<file path="config.mk">
export PLATFORM = sky130hd
export DESIGN_NAME = assign_color_pipe
export DESIGN_NICKNAME = d
export VERILOG_FILES = /design/src/rtl/assign_color_pipe.sv
export SDC_FILE = /design/constraint.sdc
export NUM_CORES = 1
export LEC_CHECK = 0
export CAP_MARGIN = 20
export CORE_MARGIN = 1
export CORE_UTILIZATION = 51
export CTS_CLUSTER_SIZE = 12
export DETAILED_ROUTE_END_ITERATION = 8
export HOLD_SLACK_MARGIN = 0.02
export PLACE_DENSITY = 0.92
export SYNTH_ARGS = -nofsm -noshare
export SYNTH_HDL_FRONTEND = slang
export SYNTH_SLANG_ARGS = --single-unit
export TNS_END_PERCENT = 30
</file>
<file path="constraint.sdc">
create_clock -name Clk -period 3.76 [get_ports Clk]
set_clock_uncertainty 0.15 [all_clocks]
set_input_delay 0.564 -clock Clk [delete_from_list [all_inputs] [get_ports Clk]]
set_output_delay 0.564 -clock Clk [all_outputs]
set_load 0.005 [all_outputs]
</file>
<file path="src/rtl/assign_color_pipe.sv">
// assign_color_pipe: two-stage VGA colour assignment with a frame-deferred
// mode register (passthrough, colour bars, checkerboard, frozen colour).
// Optional build macro ASSIGN_COLOR_BORDER_EN paints window edge pixels
// with BORDER_COLOR in every mode.
module assign_color_pipe #(
  parameter int                     COLOR_WIDTH   = 4,
  parameter int                     REZ_MAX_WIDTH = 11,
  parameter int                     BAR_SHIFT     = 4,
  parameter int                     CHECKER_SHIFT = 5,
  parameter logic [3*COLOR_WIDTH-1:0] BORDER_COLOR = 12'hF00
) (
  input  logic                     Clk,
  input  logic                     Rst,
  input  logic [3*COLOR_WIDTH-1:0] Data,
  input  logic [REZ_MAX_WIDTH-1:0] Count_h,
  input  logic [REZ_MAX_WIDTH-1:0] Count_v,
  input  logic [REZ_MAX_WIDTH-1:0] H_left_margin,
  input  logic [REZ_MAX_WIDTH-1:0] H_right_margin,
  input  logic [REZ_MAX_WIDTH-1:0] V_left_margin,
  input  logic [REZ_MAX_WIDTH-1:0] V_right_margin,
  input  logic [1:0]               Mode_in,
  input  logic                     Mode_load,
  output logic [COLOR_WIDTH-1:0]   Red,
  output logic [COLOR_WIDTH-1:0]   Green,
  output logic [COLOR_WIDTH-1:0]   Blue,
  output logic                     Active_out,
  output logic                     Frame_start
);

  localparam int DW = 3*COLOR_WIDTH;
  localparam logic [COLOR_WIDTH-1:0] ONES = {COLOR_WIDTH{1'b1}};

  // ---------------- stage 0: window, frame start, mode control ----------
  logic                     win, fs;
  logic [REZ_MAX_WIDTH-1:0] x_off, y_off;

  assign win = (Count_h >= H_left_margin) && (Count_h <= H_right_margin) &&
               (Count_v >= V_left_margin) && (Count_v <= V_right_margin);
  assign fs    = (Count_h == '0) && (Count_v == '0);
  assign x_off = Count_h - H_left_margin;
  assign y_off = Count_v - V_left_margin;

`ifdef ASSIGN_COLOR_BORDER_EN
  logic edge_px;
  assign edge_px = win && ((Count_h == H_left_margin) || (Count_h == H_right_margin) ||
                           (Count_v == V_left_margin) || (Count_v == V_right_margin));
`endif

  logic [1:0]    act_q, act_d, pend_q, pend_d;
  logic          pv_q, pv_d;
  logic [DW-1:0] frz_q, frz_d;

  // Mode switch happens only at frame start; the FS pixel already sees the new mode.
  always_comb begin
    act_d  = act_q;
    pend_d = pend_q;
    pv_d   = pv_q;
    frz_d  = frz_q;
    if (fs) begin
      frz_d = Data;
      pv_d  = 1'b0;
      if (Mode_load)  act_d = Mode_in;
      else if (pv_q)  act_d = pend_q;
    end else if (Mode_load) begin
      pend_d = Mode_in;
      pv_d   = 1'b1;
    end
  end

  // Mode and frozen-colour state.
  always_ff @(posedge Clk) begin
    if (Rst) begin
      act_q  <= '0;
      pend_q <= '0;
      pv_q   <= 1'b0;
      frz_q  <= '0;
    end else begin
      act_q  <= act_d;
      pend_q <= pend_d;
      pv_q   <= pv_d;
      frz_q  <= frz_d;
    end
  end

  // ---------------- stage 1 registers ----------------------------------
  logic                     s1_win_q, s1_fs_q;
  logic [REZ_MAX_WIDTH-1:0] s1_x_q, s1_y_q;
  logic [1:0]               s1_mode_q;
  logic [DW-1:0]            s1_data_q;
`ifdef ASSIGN_COLOR_BORDER_EN
  logic                     s1_brd_q;
`endif

  // Capture the pixel context together with the mode it is to be drawn in.
  always_ff @(posedge Clk) begin
    if (Rst) begin
      s1_win_q  <= 1'b0;
      s1_fs_q   <= 1'b0;
      s1_x_q    <= '0;
      s1_y_q    <= '0;
      s1_mode_q <= '0;
      s1_data_q <= '0;
`ifdef ASSIGN_COLOR_BORDER_EN
      s1_brd_q  <= 1'b0;
`endif
    end else begin
      s1_win_q  <= win;
      s1_fs_q   <= fs;
      s1_x_q    <= x_off;
      s1_y_q    <= y_off;
      s1_mode_q <= act_d;
      s1_data_q <= Data;
`ifdef ASSIGN_COLOR_BORDER_EN
      s1_brd_q  <= edge_px;
`endif
    end
  end

  // ---------------- stage 2: colour selection --------------------------
  logic [2:0]    bar_idx;
  logic          ck_bit;
  logic [DW-1:0] col_d;

  assign bar_idx = 3'(s1_x_q >> BAR_SHIFT);
  assign ck_bit  = 1'((s1_x_q >> CHECKER_SHIFT) ^ (s1_y_q >> CHECKER_SHIFT));

  // Pick the colour source; anything outside the window is black.
  always_comb begin
    col_d = '0;
    if (s1_win_q) begin
      unique case (s1_mode_q)
        2'd0: col_d = s1_data_q;
        2'd1: col_d = {bar_idx[2] ? ONES : '0, bar_idx[1] ? ONES : '0, bar_idx[0] ? ONES : '0};
        2'd2: col_d = ck_bit ? {DW{1'b1}} : '0;
        default: col_d = frz_q;
      endcase
`ifdef ASSIGN_COLOR_BORDER_EN
      if (s1_brd_q) col_d = BORDER_COLOR;
`endif
    end
  end

  logic [DW-1:0] rgb_q;
  logic          act_out_q, fs_out_q;

  // Output registers.
  always_ff @(posedge Clk) begin
    if (Rst) begin
      rgb_q     <= '0;
      act_out_q <= 1'b0;
      fs_out_q  <= 1'b0;
    end else begin
      rgb_q     <= col_d;
      act_out_q <= s1_win_q;
      fs_out_q  <= s1_fs_q;
    end
  end

  assign {Red, Green, Blue} = rgb_q;
  assign Active_out  = act_out_q;
  assign Frame_start = fs_out_q;

endmodule
</file>
==> results.json <==
{
  "async_flop_share_pct": 0,
  "rows": 27,
  "postRouteAntennaNets": 0,
  "fp.dieW_um": 79.6,
  "synth_edf_count": 0,
  "htree_levels": 2,
  "netlist_top_cells_area": "dfxtp_1, ha_1, mux4_2, inv_1, mux2i_1",
  "core-area_um2": 5640,
  "postLayoutCoreUtil_pct": 73.9,
  "cp.arrival_ns": 2.44,
  "drt-total-wl_um": 7180,
  "path_class": "primary input to register",
  "design_area_um2": 4170,
  "clkTransAtPathRegs_ns": 0.09,
  "cts_tree": "yes",
  "hold_violations": 0,
  "grt_max_degree": 35,
  "drt-initial-drc-count": 111,
  "synth_area_leader_cell": "dfxtp_1",
  "num_vias": 2686,
  "avgSynthCellArea_um2": 9.67,
  "nNetsFinal": 540,
  "p_leak_uw": 0.00176,
  "slew_headroom_pct": 46.6,
  "tns_ns": 0,
  "track_usage_pct": 24.3,
  "synth.distinct_cells": 43,
  "hold_buffers": 0,
  "die-area_um2": 6340,
  "fin_crit_sh_pct": 64.4,
  "synth_nets": 445,
  "first_pass_iters": 5,
  "synth.top_cell.area_share_pct": 31.9,
  "vias_per_cell": 5.54,
  "holdPathStages": 1,
  "clock_latency_ns": 0.30,
  "required_ns": 3.78,
  "syn_to_final_growth_pct": 35.6,
  "syn_area_um2": 3070,
  "ff2ff_path_depth": 2,
  "hpwl_um": 5980,
  "fillers": 384,
  "startpoint_type": "primary input",
  "post_cts_buffers": 0,
  "ys_warn_count": 0,
  "ir_drop_mv": 0.282,
  "grt_first_pass_wirelength_um": 12000,
  "worstHoldPathType": "register to register",
  "rsz0062_at_grt": "no",
  "placed_area_um2": 4080,
  "critPathMaxFanout": 19,
  "overflow": 0,
  "power_density_nw_per_um2": 271,
  "die_y_um": 79.6,
  "cp-end-kind": "register",
  "max_freq_mhz": 413,
  "grt_pass1_vias": 2764,
  "numCtsBuffers": 5,
  "cts_resized": 0,
  "status": "completed",
  "routabilityCongestion": 0.942,
  "slew_violations": 0,
  "start_util_pct": 54.5,
  "cts_num_sinks": 49,
  "io_buffers": 96,
  "tightest_slew_ns": 0.799,
  "diodes": 0,
  "drc_errors": 0,
  "synth_cells": 318,
  "io_pins": 97,
  "drive_gt1_share_pct": 6.54,
  "clockBufferDepth": 2,
  "synth-main-ff-cell": "dfxtp_1",
  "antenna_found_initial": 0,
  "synth-seq-area-share_pct": 31.9,
  "final.min_clock_period_ns": 2.42,
  "max_cap_violations": 0,
  "setup_viol": 0,
  "root_buffer": "clkbuf_8",
  "wl_per_cell_um": 14.8,
  "synth-seq-cells": 49
}
==> cell type report <==
class	count	area, um^2	area share, %
Multi-Input combinational cell	216	1870	44.9
Inverter	44	165	3.96
Sequential cell	49	981	23.5
Timing Repair Buffer	97	968	23.2
Clock inverter	1	7.51	0.180
Tap cell	72	90.1	2.16
Clock buffer	6	82.6	1.98
==> through the flow <==
stage	hold WS [ns]	worst slack (ns)	power, uW	cells
after detailed placement	0.312	1.09	831	478
after CTS	0.315	1.39	1130	485
after global placement	0.303	1.12	818	478
after global routing	0.323	1.24	1190	485
after floorplan	0.264	1.72	690	318
final	0.312	1.34	1130	485
==> kinds of logic (layout without fill, tap and decap cells) <==
group,Yosys count,count (layout),share of synthesized area (%)
XOR/XNOR,2,2,0.570
flip-flops,49,49,31.9
AND/OR/NAND/NOR,94,94,18.8
buffers and inverters,53,148,7.16
adder cells (fa/ha/maj),44,44,17.9
multiplexers,26,26,13.3
AO/OA/AOI/OAI,50,50,10.3
==> placed cells by master (no fill, tap or decap), drive strengths merged, types with 2 or more instances in the layout <==
cell,Yosys,final
o21ai,15,15
clkbuf,7,6
and2,12,12
nor2b,15,15
nand4,8,8
and4,2,2
a211oi,6,6
xor2,2,2
nand2b,4,4
a21oi,13,13
clkdlybuf4s50,0,96
nor3,8,8
mux4,12,12
nor2,22,22
o21a,5,5
o211ai,2,2
ha,44,44
nor3b,3,3
nor4,7,7
inv,44,44
a311oi,2,2
dfxtp,49,49
nand2,6,6
nand3,2,2
mux2i,14,14
==> where the power goes <==
group,switching [uW],total [uW],internal (uW)
clock,162,307,145
sequential,9.09,543,534
combinational,121,279,157
total,292,1130,837
==> critical path, cell delays in order <==
cell and delay (ns):
clkdlybuf4s50_1 0.47, nor4_2 0.41, nand4_2 0.27, nor2_8 0.37, mux2i_1 0.29, nor2_1 0.07
==> cell usage after synthesis, drive strengths merged (2+ instances only) <==
cell type	instances
dfxtp	49
ha	44
inv	44
nor2	22
nor2b	15
o21ai	15
mux2i	14
a21oi	13
and2	12
mux4	12
nand4	8
nor3	8
clkbuf	7
nor4	7
a211oi	6
nand2	6
o21a	5
nand2b	4
nor3b	3
a311oi	2
and4	2
buf	2
nand3	2
o211ai	2
xor2	2
==> final timing paths <==
kind                start     endpoint  slack, ns
max            Count_v[6]     frz_q[8]       1.34
max reg2reg  s1_mode_q[1]     rgb_q[9]       1.87
min reg2reg       s1_fs_q  Frame_start       0.31
min               s1_fs_q  Frame_start       0.31
==> per-layer routing <==
layer | vias to the layer above | global-route usage [%] | wire, um
met5 | - | 0 | 0
met4 | 0 | 10.9 | 234
met3 | 22 | 4.11 | 350
met2 | 109 | 44.2 | 3580
met1 | 1230 | 27.4 | 3020
li1 | 1325 | - | -
==> registers in the layout, summed over array words and instances (netlist names) <==
signal and flops:
s1_data_q 12, Frame_start 1, s1_win_q 1, Active_out 1, pend_q 2, frz_q 12
pv_q 1, s1_y_q 1, rgb_q 12, s1_fs_q 1, s1_x_q 3, s1_mode_q 2
(Power assumes the default switching activity.)
